--- src/rtl/counter_pkg.sv ---
// Shared defaults for the counter bank: channel width/count and the reset limit value.
package counter_pkg;

    localparam int unsigned DefWidth = 8;
    localparam int unsigned DefNch   = 4;
    localparam int unsigned MaxWidth = 16;

    // Limits reset to all-ones; channels slice the low WIDTH bits.
    localparam logic [MaxWidth-1:0] MaxLimit = '1;

    function automatic int unsigned sel_width(int unsigned nch);
        return (nch > 1) ? $clog2(nch) : 1;
    endfunction

endpackage

--- src/rtl/counter_chan.sv ---
// One counter channel: count, limit and terminal-count pulse.
// Saturating boundary behaviour is only honoured when COUNTER_BANK_SAT_EN is defined.
module counter_chan
    import counter_pkg::*;
#(
    parameter int unsigned WIDTH = DefWidth
) (
    input  logic             clk,
    input  logic             rst_n,
    input  logic             cnt_en,
    input  logic             dir_up,
    input  logic             sat_mode,
    input  logic             load,
    input  logic             limit_wr,
    input  logic [WIDTH-1:0] load_data,
    output logic [WIDTH-1:0] count,
    output logic             tc
);

    logic [WIDTH-1:0] count_q, count_d;
    logic [WIDTH-1:0] limit_q, limit_d;
    logic             tc_q, tc_d;
    logic             sat;
    logic             step;
    logic             at_bound;

`ifdef COUNTER_BANK_SAT_EN
    assign sat = sat_mode;
`else
    logic unused_sat_mode;
    assign unused_sat_mode = sat_mode;
    assign sat             = 1'b0;
`endif

    // A load on this channel takes priority over stepping.
    assign step     = cnt_en & ~load;
    assign at_bound = dir_up ? (count_q >= limit_q) : (count_q == '0);

    always_comb begin
        count_d = count_q;
        limit_d = limit_q;
        tc_d    = 1'b0;
        if (step) begin
            tc_d = at_bound;
            if (!at_bound) begin
                count_d = dir_up ? count_q + WIDTH'(1) : count_q - WIDTH'(1);
            end else if (dir_up) begin
                count_d = sat ? limit_q : '0;
            end else begin
                count_d = sat ? '0 : limit_q;
            end
        end
        if (load) begin
            count_d = load_data;
        end
        if (limit_wr) begin
            limit_d = load_data;
        end
    end

    always_ff @(posedge clk or negedge rst_n) begin
        if (!rst_n) begin
            count_q <= '0;
            limit_q <= MaxLimit[WIDTH-1:0];
            tc_q    <= 1'b0;
        end else begin
            count_q <= count_d;
            limit_q <= limit_d;
            tc_q    <= tc_d;
        end
    end

    assign count = count_q;
    assign tc    = tc_q;

endmodule

--- src/rtl/counter_bank.sv ---
// Bank of NCH independent up/down counters with per-channel limit, load and terminal count.
// Define COUNTER_BANK_SAT_EN to enable per-channel saturation (sat_mode); otherwise all wrap.
module counter_bank
    import counter_pkg::*;
#(
    parameter int unsigned WIDTH = DefWidth,
    parameter int unsigned NCH   = DefNch,
    localparam int unsigned SelW = sel_width(NCH)
) (
    input  logic                 clk,
    input  logic                 rst_n,
    input  logic [NCH-1:0]       cnt_en,
    input  logic [NCH-1:0]       dir_up,
    input  logic [NCH-1:0]       sat_mode,
    input  logic                 load,
    input  logic                 limit_wr,
    input  logic [SelW-1:0]      load_sel,
    input  logic [WIDTH-1:0]     load_data,
    output logic [NCH*WIDTH-1:0] count,
    output logic [NCH-1:0]       tc
);

    logic [NCH-1:0] chan_load;
    logic [NCH-1:0] chan_limit_wr;
    int unsigned    sel_idx;

    // Out-of-range selects match no channel, so the write is dropped.
    always_comb begin
        sel_idx = 32'(load_sel);
        for (int unsigned k = 0; k < NCH; k++) begin
            chan_load[k]     = load & (sel_idx == k);
            chan_limit_wr[k] = limit_wr & (sel_idx == k);
        end
    end

    for (genvar k = 0; k < NCH; k++) begin : g_chan
        counter_chan #(
            .WIDTH (WIDTH)
        ) u_chan (
            .clk       (clk),
            .rst_n     (rst_n),
            .cnt_en    (cnt_en[k]),
            .dir_up    (dir_up[k]),
            .sat_mode  (sat_mode[k]),
            .load      (chan_load[k]),
            .limit_wr  (chan_limit_wr[k]),
            .load_data (load_data),
            .count     (count[k*WIDTH +: WIDTH]),
            .tc        (tc[k])
        );
    end

endmodule

--- config.mk ---
export PLATFORM = sky130hd
export DESIGN_NAME = counter_bank
export DESIGN_NICKNAME = d
export VERILOG_FILES = /design/src/rtl/counter_pkg.sv /design/src/rtl/counter_chan.sv /design/src/rtl/counter_bank.sv
export SDC_FILE = /design/constraint.sdc
export NUM_CORES = 1
export LEC_CHECK = 0
export CAP_MARGIN = 10
export CORE_MARGIN = 2
export CORE_UTILIZATION = 51
export DETAILED_ROUTE_END_ITERATION = 16
export HOLD_SLACK_MARGIN = 0.1
export PLACE_DENSITY_LB_ADDON = 0.25
export SYNTH_ARGS = -nofsm -noshare
export SYNTH_HDL_FRONTEND = slang
export SYNTH_SLANG_ARGS = --single-unit
--- constraint.sdc ---
create_clock -name clk -period 2.2 [get_ports clk]
set_clock_uncertainty 0.15 [all_clocks]
set_input_delay 0.44 -clock clk [delete_from_list [all_inputs] [get_ports clk]]
set_output_delay 0.44 -clock clk [all_outputs]
set_load 0.02 [all_outputs]
==> Word level (Yosys, flattened, before mapping) <==
Cells that the tools add are included.
Widths: inputs -> output; s select.
{ "classes": {"magnitude_cmp": 4, "eq_ne": 3, "add_sub_neg": 8, "muxes": 28, "reduce_logical": 9, "n_bitwise": 16} }
{ "ops": {"columns": ["cell", "n"], "rows": [
  ["$mux 8", 20],
  ["$add 8x1->8 const B", 4],
  ["$ge 8x8->1", 4],
  ["$logic_not 8->1", 4],
  ["$sub 8x1->8 const B", 4],
  ["$and 1x1->1", 12],
  ["$mux 1", 8],
  ["$reduce_bool 2->1", 4],
  ["$eq 2x2->1 const B", 2],
  ["$not 1->1", 4],
  ["$eq 2x1->1 const B", 1],
  ["$logic_not 2->1", 1]
]} }
{ "word_totals": {"inputBits": 26, "ff_bits": 68, "output_inout_bits": 36, "elab_cells": 80} }

==> Longest topological paths before layout <==
{ "depth": {"depth_word": 6, "mapped_depth": 9, "depth_no_buf": 8} }

==> Hierarchy <==
From an unflattened synthesis, not the netlist that was laid out.
{ "hier_totals": {"hier_cells": 532, "area_unflattened_um2": 5180.0} }
{ "by_module_without_submodules": {"columns": ["module", "area_each_um2", "cells_per_inst", "seq_area_each_um2", "n_inst"], "rows": [
  ["counter_chan (g_chan[1].u_chan ...)", 1271.2, 131, 435.4, 2],
  ["counter_chan (g_chan[0].u_chan)", 1290.0, 131, 435.4, 1],
  ["counter_chan (g_chan[3].u_chan)", 1285.0, 131, 435.4, 1],
  ["counter_bank", 62.6, 8, 0.0, 1]
]} }

==> Worst setup path before layout <==
Ideal clock, no wire load.
{ "synth_path": {"path_kind": "input -> register", "start": "input dir_up[1]", "end": "register g_chan[1].u_chan.count_q[7]", "cell_stages": 9, "arrival_ns": 2.585, "n_path_buf": 1, "required_time_ns": 1.920, "path_slack_ns": -0.665, "setup_ns": 0.130, "path_cell_list": "clkbuf_1 inv_1 ha_1 and3_1 a2111oi_0 a21oi_1 xnor2_1 a221oi_1 a21oi_1"} }
{ "synth_between": {"elab_chain_cells": 4, "word_cells_on_any_way": 6, "cone_classes": "mux: 6"} }
{ "synth_rtl": {"columns": ["item", "line", "source"], "rows": [
  ["start: declaration", "counter_bank.sv:13", "input logic [NCH-1:0] dir_up,"],
  ["$mux 8, or another cell as far along", "counter_chan.sv:46", "count_d = dir_up ? count_q + WIDTH'(1) : count_q - WIDTH'(1);"],
  ["$mux 8 *", "counter_chan.sv:45", "if (!at_bound) begin"],
  ["$mux 8 *", "counter_chan.sv:43", "if (step) begin"],
  ["$mux 8 *", "counter_chan.sv:53", "if (load) begin"],
  ["end signal: assignment", "counter_chan.sv:67", "count_q <= count_d;"],
  ["end: declaration", "counter_chan.sv:20", "logic [WIDTH-1:0] count_q, count_d;"]
]} }
Every way passes the cells marked *; elsewhere a longest branch is shown, timed or not. The select of a mux whose other input is x is not followed.
A chain may end at the register's enable or synchronous reset.

==> Final worst setup path <==
{ "layout_path": {"start": "register g_chan[2].u_chan.limit_q[6]", "end": "register g_chan[2].u_chan.count_q[0]"} }
{ "layout_between": {"elab_chain_cells": 5} }
{ "layout_rtl": {"columns": ["item", "line", "source"], "rows": [
  ["start: declaration", "counter_chan.sv:21", "logic [WIDTH-1:0] limit_q, limit_d;"],
  ["start signal: assignment", "counter_chan.sv:64", "limit_q <= MaxLimit[WIDTH-1:0];"],
  ["start signal: assignment", "counter_chan.sv:68", "limit_q <= limit_d;"],
  ["$ge 8x8->1", "counter_chan.sv:37", "assign at_bound = dir_up ? (count_q >= limit_q) : (count_q == '0);"],
  ["$mux 1", "counter_chan.sv:37", null],
  ["$mux 8", "counter_chan.sv:45", null],
  ["$mux 8", "counter_chan.sv:43", null],
  ["$mux 8", "counter_chan.sv:53", null],
  ["end signal: assignment", "counter_chan.sv:67", null],
  ["end: declaration", "counter_chan.sv:20", null]
]} }
Every way passes these cells. The select of a mux whose other input is x is not followed.

==> results.py <==
metrics = {
    "route": {
        "drt_iter0_markers": 273,
        "route.vias.total": 5136,
        "drt-pass1-iter-count": 5,
        "routed_wl_um": 16200,
        "postRouteAntennaNets": 0,
        "wl_per_cell_um": 18.6,
        "routed_via_density": 5.91,
        "remaining_drc_errors": 0,
    },
    "placement": {
        "preCtsSetupSlack_ps": -653,
        "globalplace.congestion": 0.886,
        "place_hpwl_um": 11100,
        "io_buffers": 57,
    },
    "sta": {
        "final_max_slew_viol_count": 0,
        "fin_crit_ps": 2410,
        "finalWorstSetupSlack_ps": -212,
        "hold_viol": 0,
        "worst_pin_slew_ps": 535,
        "setup_violations": 16,
        "rsz0062_at_grt": "yes",
        "relSlewSlack": 0.642,
        "whs_ps": 377,
        "fmax_mhz": 415,
        "fin_crit_sh": 1.10,
    },
    "cts": {
        "h-tree-depth": 3,
        "clock_tree.buffer_depth": 2,
        "cts-root-buf": "clkbuf_8",
        "tritoncts": "yes",
        "numCtsBuffers": 9,
        "cts_sinks": 68,
        "clkTransAtPathRegs_ps": 90,
        "clkLatencyLatePin_ps": 360,
    },
    "yosys": {
        "synth.area.top_cells": "dfrtp_1 (18%), dfstp_2 (17%), ha_1 (14%), mux2_2 (5.5%), a21oi_1 (3.8%)",
        "synth.cell_area_sq_um": 5090,
        "avgSynthCellArea_sq_um": 9.28,
        "synth_flop_cell": "dfrtp_1",
        "synth_edf_count": 0,
        "synth_nets": 635,
        "synth_common_cells": "ha_1 (56), nor2_1 (46), a21oi_1 (39), inv_1 (38), dfrtp_1 (36)",
        "synth_top_area_share": 0.177,
        "yosysUniqueCellTypes": 52,
        "ys_warn_count": 0,
        "synth_top_cell_by_area": "dfrtp_1",
        "ys_ff_latch": 68,
        "synth_cells": 549,
        "yosysSeqAreaShare": 0.342,
        "async_reset_ff_frac": 1.00,
        "yosysMostFrequentCell": "ha_1",
    },
    "floorplanning": {
        "chipHeight_um": 104,
        "dieArea_sq_um": 10800,
        "rows": 36,
        "die_w_um": 104,
        "ioPinCount": 62,
        "start_util": 0.523,
        "core_sq_um": 9730,
    },
    "power_and_ir_drop": {
        "leakagePower_nw": 3.36,
        "peakVddDrop_uv": 832,
        "cellPowerDensity_nw_per_um2": 1360,
    },
    "grt": {
        "grtUsageTotal": 0.286,
        "antenna_found_initial": 0,
        "grt_pass1_vias": 5244,
        "grt_max_degree": 42,
        "grt_overflow": 0,
        "grt_pass1_wl_um": 25100,
    },
    "critical_path": {
        "path_class": "reg2reg",
        "endpoint_kind": "register",
        "worstPathCellList": "inv_2 > ha_4 > a21o_1 > a221oi_4 > o21ai_2 > a21oi_4 > buf_12 > nand3_2 > a31oi_1",
        "startpoint_type": "register",
        "crit_fanout": 6,
        "cp.arrival_ps": 2530,
        "cpPeakStageDelay_ps": 540,
        "slowest_stage": "dfstp_2",
        "required_ps": 2320,
    },
    "layout": {
        "area_delta_synth_final_pct": 48.9,
        "antenna_cells": 0,
        "drive_above_1_share": 0.417,
        "fin_util": 0.779,
        "nNetsFinal": 817,
    },
    "outcome": {
        "status": "complete, but fails checks",
        "violations": "negative setup slack",
    },
    "min_path": {
        "hold_class": "in2async",
    },
    "run": {
        "drv_cap": 0,
    },
}
worst max-delay path, delay by kind of cell, from the launching register on:
family / cells / cell delay, ps
AOI/OAI and AO/OA: 5 / 1160
adders and majority gates: 1 / 200
buffers and inverters: 2 / 210
DFF: 1 / 540
and+or+nand+nor: 1 / 60
logic make-up (layout without fill, tap and decap cells):
family,count (synthesis),count (layout),share of synthesized area
DFF,68,68,0.342
buffers and inverters,58,244,0.0457
xor gates and xnor gates,27,27,0.0464
AOI/OAI and AO/OA,132,133,0.166
muxes,33,33,0.0710
adders and majority gates,60,60,0.153
and+or+nand+nor,171,171,0.176
cell usage in the layout, fill, tap and decap left out, drive strengths merged, types with 15 or more instances in the layout:
cell,n
ha,56
inv,38
nor2,46
mux2,25
nand2,30
nand3,16
xnor2,19
a221oi,15
nor3,30
a21oi,39
dfrtp,36
o21ai,36
buf,133
dfstp,32
clkdlybuf4s50,50
state kept, by name, summed over array words and instances, names as in the netlist:
signal / count
g_chan.u_chan.count: 32
g_chan.u_chan.tc: 4
g_chan.u_chan.limit_q: 32
power breakdown:
| part | total [mW] | internal (mW) | switching (mW) |
|---|---|---|---|
| Combinational | 6.88 | 3.57 | 3.32 |
| Clock | 1.19 | 0.667 | 0.527 |
| Sequential | 2.25 | 1.76 | 0.487 |
| Total | 10.3 | 5.99 | 4.33 |
final timing paths:
| kind | endpoint | start | cells past startpoint | slack [ps] |
|---|---|---|---|---|
| max | g_chan[2].u_chan.count[0] | g_chan[2].u_chan.limit_q[6] | 9 | -210 |
| min in group clk | g_chan[0].u_chan.limit_q[7] | g_chan[0].u_chan.limit_q[7] | 2 | 380 |
| min | g_chan[3].u_chan.count[7] | rst_n | 2 | 380 |
| max reg2reg | g_chan[2].u_chan.count[0] | g_chan[2].u_chan.limit_q[6] | 9 | -210 |
| min reg2reg | g_chan[0].u_chan.limit_q[7] | g_chan[0].u_chan.limit_q[7] | 2 | 380 |
| max in group asynchronous | g_chan[0].u_chan.limit_q[1] | rst_n | 3 | 900 |
through the flow:
step | instances | power, mW | TNS (ps) | instance area (sq um)
after floorplan | 549 | 5.54 | -762 | 5250
after global placement | 838 | 7.75 | -10700 | 6800
after detailed placement | 838 | 7.98 | -12150 | 6800
after CTS | 865 | 9.58 | -855 | 7260
after global routing | 869 | 10.9 | -3330 | 7580
final | 869 | 10.3 | -1960 | 7580
final cells by class:
| type | count | area [sq um] |
|---|---|---|
| Clock inverter | 6 | 87.6 |
| Clock buffer | 10 | 138 |
| Multi-Input combinational cell | 424 | 3650 |
| Timing Repair Buffer | 190 | 1640 |
| Sequential cell | 68 | 1750 |
| Inverter | 38 | 153 |
| Tap cell | 133 | 166 |
| Fill cell | 614 | 2150 |
repair_timing:
action	in CTS	in global routing
cloned	1	0
setup endpoints to repair	32	33
endpoints found under the hold margin	9	0
setup buffers	9	7
pin swaps	26	44
hold buffers	1	0
gates resized for setup	37	51
metal layers:
| layer | global-route usage | part of all wire |
|---|---|---|
| met5 | 0 | 0 |
| met4 | 0.112 | 0.030 |
| met3 | 0.0357 | 0.057 |
| met2 | 0.499 | 0.51 |
| met1 | 0.361 | 0.40 |
No activity file was read; power rests on OpenSTA's default activity.
